==> src/rtl/hazard_if.sv <==
// Hazard-unit bundle: pipeline register fields in, stall/flush/forward controls out.
// The pipeline is the master; the hazard control unit is the slave.
interface hazard_if #(
    parameter int CNT_W = 32
);
    logic [4:0]       id_rs1;
    logic [4:0]       id_rs2;
    logic [4:0]       ex_rs1;
    logic [4:0]       ex_rs2;
    logic [4:0]       ex_rd;
    logic             ex_mem_read;
    logic [4:0]       mem_rd;
    logic             mem_reg_write;
    logic [4:0]       wb_rd;
    logic             wb_reg_write;
    logic             mem_branch_taken;
    logic             dmem_req;
    logic             dmem_ready;

    logic             pc_write;
    logic             if_id_write;
    logic             id_ex_write;
    logic             ex_mem_write;
    logic             mem_wb_write;
    logic             if_id_flush;
    logic             id_ex_flush;
    logic             ex_mem_flush;
    logic [1:0]       forward_a;
    logic [1:0]       forward_b;
    logic             mem_timeout;
    logic [CNT_W-1:0] stall_cycles;

    modport master (
        output id_rs1, id_rs2, ex_rs1, ex_rs2, ex_rd, ex_mem_read,
               mem_rd, mem_reg_write, wb_rd, wb_reg_write,
               mem_branch_taken, dmem_req, dmem_ready,
        input  pc_write, if_id_write, id_ex_write, ex_mem_write, mem_wb_write,
               if_id_flush, id_ex_flush, ex_mem_flush,
               forward_a, forward_b, mem_timeout, stall_cycles
    );

    modport slave (
        input  id_rs1, id_rs2, ex_rs1, ex_rs2, ex_rd, ex_mem_read,
               mem_rd, mem_reg_write, wb_rd, wb_reg_write,
               mem_branch_taken, dmem_req, dmem_ready,
        output pc_write, if_id_write, id_ex_write, ex_mem_write, mem_wb_write,
               if_id_flush, id_ex_flush, ex_mem_flush,
               forward_a, forward_b, mem_timeout, stall_cycles
    );
endinterface

==> src/rtl/hazard_control_unit.sv <==
// Five-stage pipeline hazard control: load-use stall, branch flush, data-memory
// wait with timeout, operand forwarding and a saturating stall counter.
module hazard_control_unit #(
    parameter int MAX_WAIT = 16,
    parameter int CNT_W    = 32
) (
    input  logic    clk,
    input  logic    rst,
    hazard_if.slave hz
);
    localparam int WAIT_W = (MAX_WAIT > 1) ? $clog2(MAX_WAIT) : 1;

    typedef enum logic [1:0] {RUN, MEM_WAIT, ERROR} state_t;

    state_t            state;
    logic [WAIT_W-1:0] wait_cnt;
    logic [CNT_W-1:0]  stall_cnt;

    logic [4:0] en;   // {pc, if_id, id_ex, ex_mem, mem_wb}
    logic [2:0] fl;   // {if_id, id_ex, ex_mem}
    logic [1:0] fwd_a;
    logic [1:0] fwd_b;

    logic mem_wait;
    logic load_use;
    logic run_rules;

    assign mem_wait  = hz.dmem_req && !hz.dmem_ready;
    assign load_use  = hz.ex_mem_read && (hz.ex_rd != 5'd0) &&
                       ((hz.ex_rd == hz.id_rs1) || (hz.ex_rd == hz.id_rs2));
    // A MEM_WAIT cycle whose access completes is treated exactly like a RUN cycle.
    assign run_rules = (state == RUN) || ((state == MEM_WAIT) && hz.dmem_ready);

    function automatic logic [1:0] fwd_sel(input logic [4:0] rs);
        if (hz.mem_reg_write && (hz.mem_rd != 5'd0) && (hz.mem_rd == rs))
            return 2'b10;
        else if (hz.wb_reg_write && (hz.wb_rd != 5'd0) && (hz.wb_rd == rs))
            return 2'b01;
        else
            return 2'b00;
    endfunction

    // NOTE: every output gets a default first so no path leaves it unassigned (no latch).
    always_comb begin
        en    = 5'b11111;
        fl    = 3'b000;
        fwd_a = fwd_sel(hz.ex_rs1);
        fwd_b = fwd_sel(hz.ex_rs2);
        if (rst) begin
            en    = 5'b00000;
            fl    = 3'b111;
            fwd_a = 2'b00;
            fwd_b = 2'b00;
        end else if (!run_rules || mem_wait) begin
            en = 5'b00000;
        end else if (hz.mem_branch_taken) begin
            fl = 3'b111;
        end else if (load_use) begin
            en = 5'b00111;
            fl = 3'b010;
        end
    end

    // NOTE: sequential state uses non-blocking assignments so all registers update together.
    always_ff @(posedge clk) begin
        if (rst) begin
            state     <= RUN;
            wait_cnt  <= '0;
            stall_cnt <= '0;
        end else begin
            if (!en[4] && (stall_cnt != {CNT_W{1'b1}}))
                stall_cnt <= stall_cnt + 1'b1;
            unique case (state)
                RUN: begin
                    if (mem_wait) begin
                        state    <= MEM_WAIT;
                        wait_cnt <= '0;
                    end
                end
                MEM_WAIT: begin
                    if (hz.dmem_ready) begin
                        state    <= RUN;
                        wait_cnt <= '0;
                    end else if (wait_cnt == WAIT_W'(MAX_WAIT - 1)) begin
                        state    <= ERROR;
                        wait_cnt <= '0;
                    end else begin
                        wait_cnt <= wait_cnt + 1'b1;
                    end
                end
                ERROR: state <= ERROR;
                default: begin
                    state    <= RUN;
                    wait_cnt <= '0;
                end
            endcase
        end
    end

    assign hz.pc_write     = en[4];
    assign hz.if_id_write  = en[3];
    assign hz.id_ex_write  = en[2];
    assign hz.ex_mem_write = en[1];
    assign hz.mem_wb_write = en[0];
    assign hz.if_id_flush  = fl[2];
    assign hz.id_ex_flush  = fl[1];
    assign hz.ex_mem_flush = fl[0];
    assign hz.forward_a    = fwd_a;
    assign hz.forward_b    = fwd_b;
    assign hz.mem_timeout  = (state == ERROR);
    assign hz.stall_cycles = stall_cnt;
endmodule

==> src/flat_wrapper.sv <==
// flat-port wrapper written by rule: the top's interface ports become plain ports
module hazard_control_unit_flat 
#(
    parameter int MAX_WAIT = 16,
    parameter int CNT_W    = 32
)
  (clk, rst, hz_id_rs1, hz_id_rs2, hz_ex_rs1, hz_ex_rs2, hz_ex_rd, hz_ex_mem_read, hz_mem_rd, hz_mem_reg_write, hz_wb_rd, hz_wb_reg_write, hz_mem_branch_taken, hz_dmem_req, hz_dmem_ready, hz_pc_write, hz_if_id_write, hz_id_ex_write, hz_ex_mem_write, hz_mem_wb_write, hz_if_id_flush, hz_id_ex_flush, hz_ex_mem_flush, hz_forward_a, hz_forward_b, hz_mem_timeout, hz_stall_cycles);
  hazard_if #(.CNT_W(CNT_W)) hz_i ();
  input  logic clk;
  input  logic rst;
  input wire logic [$bits(hz_i.id_rs1)-1:0] hz_id_rs1;
  input wire logic [$bits(hz_i.id_rs2)-1:0] hz_id_rs2;
  input wire logic [$bits(hz_i.ex_rs1)-1:0] hz_ex_rs1;
  input wire logic [$bits(hz_i.ex_rs2)-1:0] hz_ex_rs2;
  input wire logic [$bits(hz_i.ex_rd)-1:0] hz_ex_rd;
  input wire logic [$bits(hz_i.ex_mem_read)-1:0] hz_ex_mem_read;
  input wire logic [$bits(hz_i.mem_rd)-1:0] hz_mem_rd;
  input wire logic [$bits(hz_i.mem_reg_write)-1:0] hz_mem_reg_write;
  input wire logic [$bits(hz_i.wb_rd)-1:0] hz_wb_rd;
  input wire logic [$bits(hz_i.wb_reg_write)-1:0] hz_wb_reg_write;
  input wire logic [$bits(hz_i.mem_branch_taken)-1:0] hz_mem_branch_taken;
  input wire logic [$bits(hz_i.dmem_req)-1:0] hz_dmem_req;
  input wire logic [$bits(hz_i.dmem_ready)-1:0] hz_dmem_ready;
  output wire logic [$bits(hz_i.pc_write)-1:0] hz_pc_write;
  output wire logic [$bits(hz_i.if_id_write)-1:0] hz_if_id_write;
  output wire logic [$bits(hz_i.id_ex_write)-1:0] hz_id_ex_write;
  output wire logic [$bits(hz_i.ex_mem_write)-1:0] hz_ex_mem_write;
  output wire logic [$bits(hz_i.mem_wb_write)-1:0] hz_mem_wb_write;
  output wire logic [$bits(hz_i.if_id_flush)-1:0] hz_if_id_flush;
  output wire logic [$bits(hz_i.id_ex_flush)-1:0] hz_id_ex_flush;
  output wire logic [$bits(hz_i.ex_mem_flush)-1:0] hz_ex_mem_flush;
  output wire logic [$bits(hz_i.forward_a)-1:0] hz_forward_a;
  output wire logic [$bits(hz_i.forward_b)-1:0] hz_forward_b;
  output wire logic [$bits(hz_i.mem_timeout)-1:0] hz_mem_timeout;
  output wire logic [$bits(hz_i.stall_cycles)-1:0] hz_stall_cycles;
  assign hz_i.id_rs1 = hz_id_rs1;
  assign hz_i.id_rs2 = hz_id_rs2;
  assign hz_i.ex_rs1 = hz_ex_rs1;
  assign hz_i.ex_rs2 = hz_ex_rs2;
  assign hz_i.ex_rd = hz_ex_rd;
  assign hz_i.ex_mem_read = hz_ex_mem_read;
  assign hz_i.mem_rd = hz_mem_rd;
  assign hz_i.mem_reg_write = hz_mem_reg_write;
  assign hz_i.wb_rd = hz_wb_rd;
  assign hz_i.wb_reg_write = hz_wb_reg_write;
  assign hz_i.mem_branch_taken = hz_mem_branch_taken;
  assign hz_i.dmem_req = hz_dmem_req;
  assign hz_i.dmem_ready = hz_dmem_ready;
  assign hz_pc_write = hz_i.pc_write;
  assign hz_if_id_write = hz_i.if_id_write;
  assign hz_id_ex_write = hz_i.id_ex_write;
  assign hz_ex_mem_write = hz_i.ex_mem_write;
  assign hz_mem_wb_write = hz_i.mem_wb_write;
  assign hz_if_id_flush = hz_i.if_id_flush;
  assign hz_id_ex_flush = hz_i.id_ex_flush;
  assign hz_ex_mem_flush = hz_i.ex_mem_flush;
  assign hz_forward_a = hz_i.forward_a;
  assign hz_forward_b = hz_i.forward_b;
  assign hz_mem_timeout = hz_i.mem_timeout;
  assign hz_stall_cycles = hz_i.stall_cycles;
  hazard_control_unit #(.MAX_WAIT(MAX_WAIT), .CNT_W(CNT_W)) u_core (.clk(clk), .rst(rst), .hz(hz_i));
endmodule
==> config.mk <==
export PLATFORM = sky130hd
export DESIGN_NAME = hazard_control_unit_flat
export DESIGN_NICKNAME = d
export VERILOG_FILES = /design/src/rtl/hazard_if.sv /design/src/rtl/hazard_control_unit.sv /design/src/flat_wrapper.sv
export SDC_FILE = /design/constraint.sdc
export NUM_CORES = 1
export LEC_CHECK = 0
export ABC_AREA = 0
export CORE_MARGIN = 10
export CORE_UTILIZATION = 40
export DETAILED_ROUTE_END_ITERATION = 10
export PLACE_DENSITY = 0.81
export SLEW_MARGIN = 20
export SYNTH_ARGS = -nofsm -noshare
export SYNTH_HDL_FRONTEND = slang
export SYNTH_SLANG_ARGS = --single-unit
==> constraint.sdc <==
create_clock -name clk -period 2.2 [get_ports clk]
set_input_delay 0.22 -clock clk [delete_from_list [all_inputs] [get_ports clk]]
set_output_delay 0.22 -clock clk [all_outputs]
set_load 0.01 [all_outputs]
Yosys cells after proc, flatten, opt, wreduce, memory -nomap -nowiden:

Index checks and enable logic that the tools add are counted.

* input port bits: 43
* flip-flop bits (word level): 38
* output and inout port bits: 45

* mux-type cells: 22
* equality and inequality tests: 12
* bitwise gates (word level): 1
* reduce and logical (&&, ||, !) cells: 23
* add/subtract/negate cells: 2

Operator list (count)
* $add 32x1->32 const B: 1
* $ne 32x32->1 const B: 1
* $eq 5x5->1: 6
* $mux 5: 4
* $mux 2: 8
* $reduce_bool 5->1: 3
* $mux 4: 3
* $pmux 4 s3: 1
* $logic_and 1x1->1: 11
* $mux 3: 3
* $pmux 2 s3: 1
* $add 4x1->4 const B: 1
* $eq 4x4->1 const B: 1
* $reduce_and 2->1: 2
* $logic_not 1->1: 3
* $logic_or 1x1->1: 3
* $ne 3x3->1 const B: 1
* $eq 2x1->1 const B: 1
* $eq 2x2->1 const B: 1
* $logic_not 2->1: 1
* $mux 1: 2
* $ne 2x1->1 const B: 1
* $not 1->1: 1

Depth between registers and ports, before layout:

* depth after elaboration: 9
* gate-level depth with buffers: 9
* mapped depth without buffers: 6

Least setup slack after synthesis:

OpenSTA, ideal clock, no wires.

* path type: register to register
* start: register u_core.state[0]
* end: register u_core.stall_cnt[1] (netlist: u_core.hz.stall_cycles[1])
* path buffers: 3
* clock period less this slack: 2.163 ns
* slack: 0.037 ns
* arrival: 2.035 ns
* stages on the path, launching flop included: 10
* setup time: 0.128 ns
* cells stage by stage: dfxtp_1 clkbuf_1 o21ba_2 nor3_1 inv_1 o211ai_2 buf_6 buf_6 mux2i_1 nor2_1

* cells in the longest elaborated chain, start to end: 9
* elaborated cells between the ends (all ways): 10
* those cells by class: eq/ne (1); mux (2); reduce/logical (7)

Ends and longest elaborated chain
* from (decl): line hazard_control_unit.sv:15 `state_t state;`
* from (signal assigned): line hazard_control_unit.sv:67 `state <= RUN;`
* from (signal assigned): line hazard_control_unit.sv:76 `state <= MEM_WAIT;`
* from (signal assigned): line hazard_control_unit.sv:82 `state <= RUN;`
* $eq 2x1->1: line hazard_control_unit.sv:32 `assign run_rules = (state == RUN) || ((state == MEM_WAIT) && hz.dmem_ready);`
* $logic_and 1x1->1: line hazard_control_unit.sv:32
* $logic_or 1x1->1 (*): line hazard_control_unit.sv:32
* $logic_not 1->1 (*): line hazard_control_unit.sv:54 `end else if (!run_rules || mem_wait) begin`
* $logic_or 1x1->1 (*): line hazard_control_unit.sv:54
* $mux 5 (*): line hazard_control_unit.sv:54
* $mux 5 (*): line hazard_control_unit.sv:49 `if (rst) begin`
* $logic_not 1->1 (*): line hazard_control_unit.sv:71 `if (!en[4] && (stall_cnt != {CNT_W{1'b1}}))`
* $logic_and 1x1->1 (*): line hazard_control_unit.sv:71
* to (signal assigned): line hazard_control_unit.sv:72 `stall_cnt <= stall_cnt + 1'b1;`
* to (decl): line hazard_control_unit.sv:17 `logic [CNT_W-1:0] stall_cnt;`

Every way passes the cells marked *; elsewhere a longest branch is shown, timed or not.
A chain may end at the register's enable or synchronous reset.

Worst setup path in the final report:

* start: register u_core.stall_cnt[6] (netlist: u_core.hz.stall_cycles[6])
* end: register u_core.stall_cnt[31] (netlist: u_core.hz.stall_cycles[31])

* cells in the longest elaborated chain, start to end: 2
* elaborated cells between the ends (all ways): 3
* those cells by class: add/sub (1); eq/ne (1); reduce/logical (1)

Ends and longest elaborated chain
* branches (longest 2 deep; another with $add 32x1->32)

Parallel ways; which one is timed is not known.

==> qor.yml <==
status:
  status: "finished, final reports clean"
place:
  pre_cts_ws_ns: -0.470
  gp_congestion: 0.832
  hpwlAfterDp_um: 6130
  io_buffer_count: 87
  place_inst: 507
  post_dp_cell_area_um2: 3760
sta:
  layout_setup_ws_ns: 0.0189
  max_freq_mhz: 458
  setup_viol: 0
  relSlewSlack_pct: 70.7
  final_max_slew_viol_count: 0
  final_hold_viol_count: 0
  finClkSkew_ns: 0.00471
  period_needed_ns: 2.18
  tns_ns: 0
  worst_slew_pin_slew_ns: 0.435
  post-route-period-util_pct: 99.1
global_routing:
  antenna_found_initial: 0
  overflow: 0
  first_global_vias: 2701
  track_usage_pct: 15.0
  grt_max_degree: 44
  grt_first_pass_wirelength_um: 12200
clock_tree:
  cts-buffers-inserted: 5
  cts.sinks: 38
  root_buffer: "clkbuf_8"
  cts_tree: "yes"
  h-tree-depth: 2
  holdBufCountCts: 0
  insertion_delay_ns: 0.30
  clk_path_buf_depth: 2
  clk_pin_slew_ns: 0.08
floorplanning:
  initial_utilization_pct: 40.8
  dieHeight_um: 97.3
  fp.dieW_um: 97.3
  io_pins: 88
  rows: 28
  die_area_um2: 9460
  core-area_um2: 5850
finish:
  diodes: 0
  nets: 488
  final_layout_size_suffix_gt1_share_pct: 25.2
  synthToLayoutAreaGrowth_pct: 71.0
  fin_cells: 519
  fin_area_um2: 4080
yosys:
  yosysTopAreaCell: "dfxtp_1"
  syn-cell-area_um2: 2390
  ys_async_sr_fraction_pct: 0
  ys_types: 40
  yosysTopAreaCellShare_pct: 31.9
  ys_top_cells_by_count: "dfxtp_1, a21oi_1, nand2_1"
  syn-instance-count: 296
  syn_nets: 341
  synthTopCellsByArea: "dfxtp_1, xnor2_1, a21oi_1, or4_1, or3_1"
  synth_ff_type: "dfxtp_1"
  yosysMostFrequentCell: "dfxtp_1"
  avgSynthCellArea_um2: 8.07
  ys_ff_latch: 38
  yosys_warnings: 0
  synth_edf_count: 0
  ys_seq_area_share_pct: 31.9
critical_path:
  crit_arrival_ns: 2.37
  cp_cell_sequence: "and4_4 -> nand4_4 -> or4_4 -> o211ai_4 -> nor4_4 -> buf_4 -> mux2_4"
  worstSetupEndpointType: "flop"
  worstSetupPathType: "reg -> reg"
  crit_path_max_incr_delay_ns: 0.57
  crit_path_top_delay_cell: "or4_4"
  critPathRequiredTime_ns: 2.39
  cp-start-kind: "flop"
  critPathMaxFanout: 5
pwr:
  p_int_mw: 1.21
  swShare_pct: 27.3
  finalPower_mw: 1.67
  p_seq_share_pct: 42.1
  p_per_area_nw_per_um2: 408
  p_comb_share_pct: 27.8
  p_leak_nw: 1.57
  p_sw_mw: 0.456
  ir_drop_mv: 0.227
  clock_power_share_pct: 30.1
drt:
  wl_per_cell_um: 15.9
  drc: 0
  drtIter0Drc: 77
  vias: 2793
  antenna_left: 0
  viasPerCell: 5.38
  dr.pass1.iters: 4
  wirelength_um: 8240
hold_path:
  hp-class: "reg -> reg"
run:
  cap_violations: 0
## through the flow
stage | hold slack, ns | utilization [%]
after CTS | 0.525 | 66.1
after global routing | 0.563 | 69.8
after floorplan | 0.384 | -
after detailed placement | 0.507 | 64.2
final | 0.530 | 69.8
after global placement | 0.490 | 64.2
## worst max-delay path: cells and delay by family, from the launching register on
family / cells / cell delay (ns)
AOI/OAI and AO/OA: 1 / 0.22
buffers and inverters: 1 / 0.15
DFF: 1 / 0.36
muxes: 1 / 0.28
and+or+nand+nor: 4 / 1.05
## cell type report
cell class	instances	area [µm²]
sequential	38	764
timing repair buffer	156	1470
clock buffer	7	86.3
clock inverter	1	5.00
tap	75	93.8
inverter	6	22.5
fill	446	1770
multi-input combinational	236	1640
## cell families (layout without fill, tap and decap cells)
| kind of cell | count (synthesis) | after routing | synth area share [%] |
|---|---|---|---|
| AOI/OAI and AO/OA | 72 | 73 | 17.3 |
| xor gates and xnor gates | 31 | 31 | 11.4 |
| adders and majority gates | 2 | 2 | 1.05 |
| buffers and inverters | 23 | 170 | 5.61 |
| DFF | 38 | 38 | 31.9 |
| muxes | 5 | 5 | 2.73 |
| and+or+nand+nor | 125 | 125 | 30.1 |
## routing by layer
metal | global-route usage (%) | vias to the layer above | routed length, µm
met3 | 4.77 | 16 | 572
met1 | 15.2 | 1301 | 3150
met4 | 6.04 | 0 | 171
met5 | 0 | - | 0
met2 | 27.5 | 84 | 4350
li1 | - | 1392 | -
## flip-flops by register name (all words and copies together) (netlist names)
name and count:
u_core.wait_cnt 4, u_core.hz.stall_cycles 32, u_core.state 2
## power groups by stage
stage | Clock (mW) | Sequential [mW] | Combinational (mW)
after global placement | 0 | 0.718 | 0.384
after detailed placement | 0 | 0.719 | 0.395
after floorplan | 0 | 0.725 | 0.170
after CTS | 0.505 | 0.702 | 0.400
after global routing | 0.534 | 0.703 | 0.493
final | 0.502 | 0.702 | 0.464
## final timing paths
check,slack [ns],to,startpoint,cells after the start
max,0.02,u_core.hz.stall_cycles[31],u_core.hz.stall_cycles[6],7
min,0.53,u_core.hz.stall_cycles[27],u_core.hz.stall_cycles[27],2
max reg2reg,0.02,u_core.hz.stall_cycles[31],u_core.hz.stall_cycles[6],7
min reg2reg,0.53,u_core.hz.stall_cycles[27],u_core.hz.stall_cycles[27],2
## cell usage in the layout, fill, tap and decap left out, types with 11 or more instances in the layout
cell,n
xnor2_1,16
nand3_1,13
or4_1,11
buf_4,60
nand2_1,23
a21oi_1,27
xor2_1,11
nor2_1,17
clkdlybuf4s50_1,75
dfxtp_1,35
or3_1,16
o21ai_0,11
## repair_timing
item	4_1_cts	5_1_grt
pin swaps	0	12
setup endpoints to repair	12	21
gates resized for setup	22	38
cloned	0	3
setup buffers	0	1
endpoints found under the hold margin	0	0
Power figures use the tool's default switching activity.
